**config.mk**
```make
export PLATFORM = sky130hd
export DESIGN_NAME = cpu_ctrl
export DESIGN_NICKNAME = d
export VERILOG_FILES = /design/src/rtl/cpu_ctrl_pkg.sv /design/src/rtl/cond_check.sv /design/src/rtl/cpu_ctrl.sv
export SDC_FILE = /design/constraint.sdc
export NUM_CORES = 1
export LEC_CHECK = 0
export CAP_MARGIN = 20
export CORE_MARGIN = 4
export CORE_UTILIZATION = 27
export DETAILED_ROUTE_END_ITERATION = 6
export HOLD_SLACK_MARGIN = 0.15
export PLACE_DENSITY = 0.79
export SYNTH_ARGS = -nofsm -noshare
export SYNTH_HDL_FRONTEND = slang
export SYNTH_SLANG_ARGS = --single-unit
export TNS_END_PERCENT = 100
```
**constraint.sdc**
```tcl
create_clock -name clk -period 2.4 [get_ports clk]
set_clock_uncertainty 0.05 [all_clocks]
set_input_delay 0.48 -clock clk [delete_from_list [all_inputs] [get_ports clk]]
set_output_delay 0.48 -clock clk [all_outputs]
set_load 0.02 [all_outputs]
```
**src/rtl/cpu_ctrl_pkg.sv**
```systemverilog
// Shared encodings for the cpu_ctrl instruction-sequencing controller.
package cpu_ctrl_pkg;

  typedef enum logic [2:0] {
    StFetch  = 3'd0,
    StDecode = 3'd1,
    StExec   = 3'd2,
    StWb     = 3'd3,
    StBranch = 3'd4
  } state_e;

  localparam logic [2:0] ClassDpReg  = 3'b000;
  localparam logic [2:0] ClassDpImm  = 3'b001;
  localparam logic [2:0] ClassBranch = 3'b101;

  localparam logic [2:0] ShiftRor = 3'b110;
  localparam logic [3:0] AluAdd   = 4'b0100;

  localparam logic [1:0] PcPlus4  = 2'b00;
  localparam logic [1:0] PcBranch = 2'b01;

  localparam logic [1:0] RsImmShift = 2'b00;
  localparam logic [1:0] RsReg      = 2'b01;
  localparam logic [1:0] RsRotImm   = 2'b10;

  typedef struct packed {
    logic       write_ir;
    logic       write_pc;
    logic       write_reg;
    logic       write_nzcv;
    logic [1:0] pc_s;
    logic       rd_s;
    logic       alu_a_s;
    logic       alu_b_s;
    logic       rm_imm_s;
    logic [1:0] rs_imm_s;
    logic [3:0] alu_op;
    logic [2:0] shift_op;
    logic       illegal;
  } ctrl_t;

  // TST/TEQ/CMP/CMN only update flags.
  function automatic logic is_test_op(input logic [3:0] op);
    return op[3:2] == 2'b10;
  endfunction

endpackage

```
**src/rtl/cond_check.sv**
```systemverilog
// ARM condition-code evaluation; the reserved 1111 encoding never passes.
module cond_check (
  input  logic [3:0] cond,
  input  logic [3:0] NZCV,
  output logic       pass
);

  logic n, z, c, v;
  assign {n, z, c, v} = NZCV;

  always_comb begin
    pass = 1'b0;
    case (cond)
      4'b0000: pass = z;
      4'b0001: pass = !z;
      4'b0010: pass = c;
      4'b0011: pass = !c;
      4'b0100: pass = n;
      4'b0101: pass = !n;
      4'b0110: pass = v;
      4'b0111: pass = !v;
      4'b1000: pass = c && !z;
      4'b1001: pass = !c || z;
      4'b1010: pass = (n == v);
      4'b1011: pass = (n != v);
      4'b1100: pass = !z && (n == v);
      4'b1101: pass = z || (n != v);
      4'b1110: pass = 1'b1;
      default: pass = 1'b0;
    endcase
  end

endmodule

```
**src/rtl/cpu_ctrl.sv**
```systemverilog
// Multi-cycle control FSM: FETCH, DECODE, then EXEC/WB for data processing or BRANCH.
module cpu_ctrl
  import cpu_ctrl_pkg::*;
(
  input  logic        clk,
  input  logic        rst,
  input  logic [31:0] IR,
  input  logic [3:0]  NZCV,
  output logic        write_ir,
  output logic        write_pc,
  output logic        write_reg,
  output logic        write_nzcv,
  output logic [1:0]  pc_s,
  output logic        rd_s,
  output logic        ALU_A_s,
  output logic        ALU_B_s,
  output logic        rm_imm_s_ctrl,
  output logic [1:0]  rs_imm_s_ctrl,
  output logic [3:0]  ALU_OP_ctrl,
  output logic [2:0]  Shift_OP_ctrl,
  output logic        illegal,
  output logic [2:0]  state
);

  state_e     state_q, state_d;
  ctrl_t      ctrl, ctrl_out;
  logic       pass;
  logic [2:0] cls;
  logic [3:0] op;
  logic       unused_ir;

  assign cls       = IR[27:25];
  assign op        = IR[24:21];
  assign unused_ir = ^{IR[19:7], IR[3:0]};

  cond_check u_cond_check (
    .cond (IR[31:28]),
    .NZCV (NZCV),
    .pass (pass)
  );

  always_ff @(posedge clk or negedge rst) begin
    if (!rst) begin
      state_q <= StFetch;
    end else begin
      state_q <= state_d;
    end
  end

  always_comb begin
    ctrl    = '0;
    state_d = StFetch;
    case (state_q)
      StFetch: begin
        ctrl.write_ir = 1'b1;
        ctrl.write_pc = 1'b1;
        ctrl.pc_s     = PcPlus4;
        state_d       = StDecode;
      end
      StDecode: begin
        // A failed condition suppresses the instruction entirely, including illegal.
        if (pass) begin
          case (cls)
            ClassDpReg, ClassDpImm: state_d = StExec;
            ClassBranch:            state_d = StBranch;
            default:                ctrl.illegal = 1'b1;
          endcase
        end
      end
      StExec, StWb: begin
        ctrl.alu_op = op;
        if (IR[25]) begin
          ctrl.rm_imm_s = 1'b1;
          ctrl.rs_imm_s = RsRotImm;
          ctrl.shift_op = ShiftRor;
        end else begin
          ctrl.rs_imm_s = IR[4] ? RsReg : RsImmShift;
          ctrl.shift_op = IR[6:4];
        end
        if (state_q == StWb) begin
          ctrl.write_reg  = !is_test_op(op);
          ctrl.write_nzcv = IR[20] || is_test_op(op);
        end else begin
          state_d = StWb;
        end
      end
      StBranch: begin
        ctrl.write_pc = 1'b1;
        ctrl.pc_s     = PcBranch;
        if (IR[24]) begin
          ctrl.write_reg = 1'b1;
          ctrl.rd_s      = 1'b1;
          ctrl.alu_a_s   = 1'b1;
          ctrl.alu_b_s   = 1'b1;
          ctrl.alu_op    = AluAdd;
        end
      end
      default: state_d = StFetch;
    endcase
  end

  // Reset must silence strobes even though the held state is FETCH.
  assign ctrl_out = rst ? ctrl : '0;

  assign write_ir      = ctrl_out.write_ir;
  assign write_pc      = ctrl_out.write_pc;
  assign write_reg     = ctrl_out.write_reg;
  assign write_nzcv    = ctrl_out.write_nzcv;
  assign pc_s          = ctrl_out.pc_s;
  assign rd_s          = ctrl_out.rd_s;
  assign ALU_A_s       = ctrl_out.alu_a_s;
  assign ALU_B_s       = ctrl_out.alu_b_s;
  assign rm_imm_s_ctrl = ctrl_out.rm_imm_s;
  assign rs_imm_s_ctrl = ctrl_out.rs_imm_s;
  assign ALU_OP_ctrl   = ctrl_out.alu_op;
  assign Shift_OP_ctrl = ctrl_out.shift_op;
  assign illegal       = ctrl_out.illegal;
  assign state         = state_q;

endmodule

```
# Word level (Yosys, flattened, before mapping)
# Index checks and enable logic that the tools add are counted.
[totals]
input_bits = 38
wordCells = 67
output_inout_bits = 23
ff_bits = 3
[op_classes]
n_mux = 26
n_reduce_logical = 17
n_eq_ne = 23
[op_table]
columns = ["operator", "count"]
rows = [
  ["equality test 4 bit (second input constant)", 7],
  ["2-to-1 mux 3 bit", 7],
  ["2-to-1 mux 20 bit", 1],
  ["equality test 4 x 3 -> 1 bit (second input constant)", 4],
  ["case mux 1 bit (15 select lines)", 1],
  ["2-to-1 mux 1 bit", 10],
  ["case mux 3 bit (3 select lines)", 1],
  ["equality test 4 x 2 -> 1 bit (second input constant)", 2],
  ["case mux 4 bit (2 select lines)", 1],
  ["equality test 3 x 1 -> 1 bit (second input constant)", 2],
  ["equality test 3 x 2 -> 1 bit (second input constant)", 2],
  ["equality test 3 bit (second input constant)", 2],
  ["logical NOT 3 bit", 2],
  ["2-to-1 mux 2 bit", 3],
  ["case mux 3 bit (2 select lines)", 1],
  ["OR reduction 2 bit", 3],
  ["logical NOT 1 bit", 5],
  ["equality test 4 x 1 -> 1 bit (second input constant)", 1],
  ["logical NOT 4 bit", 1],
  ["logical OR 1 bit", 3],
  ["OR reduction 3 bit", 1],
  ["equality test 2 bit (second input constant)", 1],
  ["logical AND 1 bit", 2],
  ["case mux 1 bit (2 select lines)", 1],
  ["2 further kinds", 2],
]

# Longest topological paths before layout
# Gate-level depths: netlist of run 1.
[depth]
depth_word = 6
ltp_mapped = 6
mapped_depth_nobuf = 5

# Modules after synthesis
# Synthesis of run 1 repeated with hierarchy kept, for this count alone.
[hier_totals]
hier_cells = 64
hier_area_um2 = 513.0
[modules_own_cells]
columns = ["module", "seq_area_each_um2", "area_per_inst_um2", "instances", "cells_each"]
rows = [
  ["cpu_ctrl", 75.1, 319.1, 1, 36],
  ["cond_check", 0.0, 193.9, 1, 28],
]

# Worst setup path after synthesis of run 1
# No wires, ideal clock.
[synth_path]
path_kind = "input -> output"
startpoint = "in IR[30]"
endpoint = "out illegal"
stages = 5
path_slack_ps = -264
t_arrival_ps = 2134
n_path_buf = 1
required_ps = 1870
path_cell_list = "buf_6 -> or4b_4 -> a21oi_2 -> a2111oi_2 -> nor4b_1"
[synth_via]
elab_chain_cells = 5
word_cells_on_any_way = 19
classes_between = "eq/ne: 14; mux: 4; reduce/logical: 1"
[synth_lines]
columns = ["element", "line_no", "text"]
rows = [
  ["start, declared", "cpu_ctrl.sv:7", "input logic [31:0] IR,"],
  ["equality test 4 bit (tied with other cells)", "cond_check.sv:13", "case (cond)"],
  ["case mux 1 bit (15 select lines) (*)", "cond_check.sv:13", ""],
  ["2-to-1 mux 1 bit (*)", "cpu_ctrl.sv:62", "if (pass) begin"],
  ["2-to-1 mux 1 bit (*)", "cpu_ctrl.sv:53", "case (state_q)"],
  ["2-to-1 mux 20 bit (*)", "cpu_ctrl.sv:103", "assign ctrl_out = rst ? ctrl : '0;"],
  ["end, declared", "cpu_ctrl.sv:21", "output logic illegal,"],
]
# Every way passes the cells marked *; elsewhere a longest branch is shown, timed or not.

# Final worst setup path of run 1
[layout_path]
startpoint = "in NZCV[3]"
endpoint = "out illegal"
[layout_via]
elab_chain_cells = 6
word_cells_on_any_way = 9
classes_between = "eq/ne: 2; mux: 4; reduce/logical: 3"
[layout_lines]
columns = ["element", "line_no", "text"]
rows = [
  ["start, declared", "cpu_ctrl.sv:8", "input logic [3:0] NZCV,"],
  ["inequality test 1 bit / equality test 1 bit (equally long branches)", "-", ""],
  ["logical OR 1 bit / logical AND 1 bit (equally long branches)", "cond_check.sv:27, cond_check.sv:26", ""],
  ["case mux 1 bit (15 select lines) (*)", "cond_check.sv:13", ""],
  ["2-to-1 mux 1 bit (*)", "cpu_ctrl.sv:62", ""],
  ["2-to-1 mux 1 bit (*)", "cpu_ctrl.sv:53", ""],
  ["2-to-1 mux 20 bit (*)", "cpu_ctrl.sv:103", ""],
]
# Marks and branches as above.

==> results of run 1 <==
layer usage:
metal | wire length [microns] | part of all wire | up-vias
met1 | 678 | 0.37 | 327
li1 | - | - | 370
met3 | 152 | 0.083 | 0
met2 | 1000 | 0.55 | 34
met5 | 0 | 0 | -
met4 | 0 | 0 | 0
cell usage in the layout (no fill, tap or decap), types with 2 or more instances in the layout:
cell             synthesis  layout
inv_1                    2       2
dfrtp_1                  3       3
buf_6                    1       3
a21oi_2                  1       2
clkdlybuf4s50_1          0      16
nand3b_1                 2       2
nor2b_1                  4       3
nand2b_1                 4       4
clkbuf_4                 0       3
clkbuf_2                 0       5
nand3_1                  2       2
nor2_1                   9       9
buf_4                    5      20
nand2_1                  6       6
and3_1                   7       7
dlygate4sd2_1            0      16
cells by family after synthesis:
family	synth area share
xor gates and xnor gates	0.0326
and+or+nand+nor	0.449
AOI/OAI and AO/OA	0.184
muxes	0.0581
other	0.00697
DFF	0.140
buffers and inverters	0.130
timing repair:
item	CTS	global route
pin swaps	3	5
endpoints found under the setup margin	17	3
gates resized for setup	46	24
setup buffers	2	3
metrics by stage:
step           cell area, sq um  power (uW)  setup TNS, ns
2_1_floorplan               544         230              0
3_3_place_gp               1050         399          -2.18
3_5_place_dp               1050         406          -2.47
4_1_cts                    1100         494         -0.117
5_1_grt                    1160         541        -0.0228
6_report                   1160         499              0
power breakdown:
part / internal [uW] / switching, uW
Combinational: 173 / 169
Sequential: 64.1 / 7.61
Clock: 62.1 / 23.6
layout make-up:
class | instances | share of cell area
multi-input cells | 60 | 0.405
well taps | 25 | 0.0270
flip-flops and latches | 3 | 0.0649
inverters | 2 | 0.00649
clock buffers | 4 | 0.0227
repair buffers | 63 | 0.474
worst min-delay path, delay by kind of cell (launching register included):
kind | cells | cell delay, ns
buffers and inverters | 1 | 0.14
DFF | 1 | 0.33
and+or+nand+nor | 1 | 0.04
final timing paths:
path                            depth (start not counted)     start       end  slack [ns]
worst max-delay path                                    6   NZCV[3]   illegal        0.02
worst min-delay path                                    2  state[0]  state[0]        0.50
worst max register to register                          4  state[2]  state[2]        1.23
min in group asynchronous                               2       rst  state[0]        0.56
worst min register to register                          2  state[0]  state[0]        0.50
max in group asynchronous                               2       rst  state[1]        1.64
==> run metrics, run 1 <==
die width approximately 53 microns; Congestion Overflow GR 0; Yosys cell types 36; crit-path max cell delay 0.54 ns; number of cell rows 15; first-pass GRT wire length around 2.9 mm; Pleak between 0.0006 and 0.0007 uW; Setup WS post-layout slightly above 0.02 ns; EDFF count, synth 0; Synth Flop Type dfrtp_1; # clock sinks 3; kind of critical path in -> out; final core utilization 0.642; Synth Register Bits 3; arrival time at the worst endpoint around 1.9 ns; synth warn 0; Post-synth ARST share 1.00; sequential area share after synthesis 0.140; Critical Path Start Type input port; FILL cells roughly 170; die area around 0.0028 sq mm; top-count cell post-synth nor2_1; Syn Inst Count 74; synthesized area roughly 540 sq um; Max Slew Vio Count 0; Final nets 171; residual DRC count 0; dpl cells between 100 and 150; Final Hold Viols 0; CTS tree built; Hold Buf Count CTS 0; CTS max path bufs 2; met3 GRT Util 0.00855; CTS buffer count 3; Pre-Repair DR Iteration Count 4; worst vdd ir about 0.28 mV; crit path max fanout 5; CP Cell Sequence buf_8 > or4b_4 > a21oi_4 > a2111oi_4 > nor4b_2 > buf_4; final period utilization 0.991; Antenna Diode Count 0; area of the multi-input gates approximately 470 sq um; vias per inst between 4 and 5; DR iter-0 viols 9; CP max stage cell or4b_4; endpoints failing setup 0; initial antenna violation count 0; max-cap violations 0; starting density of the core 0.299; antenna viol nets, final 0; area share of the largest cell type after synthesis 0.140; PortBufs 42; vias in the first global route ~750; Hold WS approximately 0.5 ns; Routability Congestion 0.781; via count around 730; share of cells above drive strength 1 0.371; Skew-Pair Late Insertion Delay 0.23 ns; core area around 0.0018 sq mm; GRT busiest layer met2; die height between 50 and 60 microns; Routed Wire Length 1.83 mm; crit path time final roughly 2.4 ns; clock root cell clkbuf_4; met2 Use GR 0.289; RSZ-0062 raised after global routing true; area leader, netlist dfrtp_1; Mapped Avg Cell Area 7.27 sq um; clk slew on worst S/H paths ~0.04 ns; crit end category primary output; Top Family by Delay on Critical Path simple AND/OR/NAND/NOR gates; worst hold-check path type reg -> reg; Routed WL per cell around 12 microns; GR Util met1 0.124; Bufs and invs on worst path 2; FMAX 0.420 GHz; cell area power density about 430 mW/mm^2; Post-synth top cells nor2_1 (9), and3_1 (7), nand2_1 (6), buf_4 (5); Net Count, Synth 112; status finished clean; area delta synth->final 115%; main area contributors after synthesis dfrtp_1 (14%), and3_1 (8.1%), buf_4 (7.0%), nor2_1 (6.3%), nand2b_1 (4.7%); GRT Util Overall 0.140; IO Pins 61; Layout Cells excl Fill roughly 160; Final HPWL DP between 1 and 1.5 mm; max reg flops 3; largest net degree at the start of global routing 8; Worst Path Required 1.87 ns; FF/Latch Area about 75 sq um; pre-CTS setup slack -0.825 ns; H-tree levels 1
(Power assumes the default switching activity.)
==> run 2: changes to the inputs <==
--- a/config.mk
+++ b/config.mk
@@ -11,6 +11,7 @@
 export DETAILED_ROUTE_END_ITERATION = 6
 export HOLD_SLACK_MARGIN = 0.15
 export PLACE_DENSITY = 0.79
+export SLEW_MARGIN = 5
 export SYNTH_ARGS = -nofsm -noshare
 export SYNTH_HDL_FRONTEND = slang
 export SYNTH_SLANG_ARGS = --single-unit
==> results of run 2 <==
No change in the layout: final DEF, timing and power equal those of run 1.
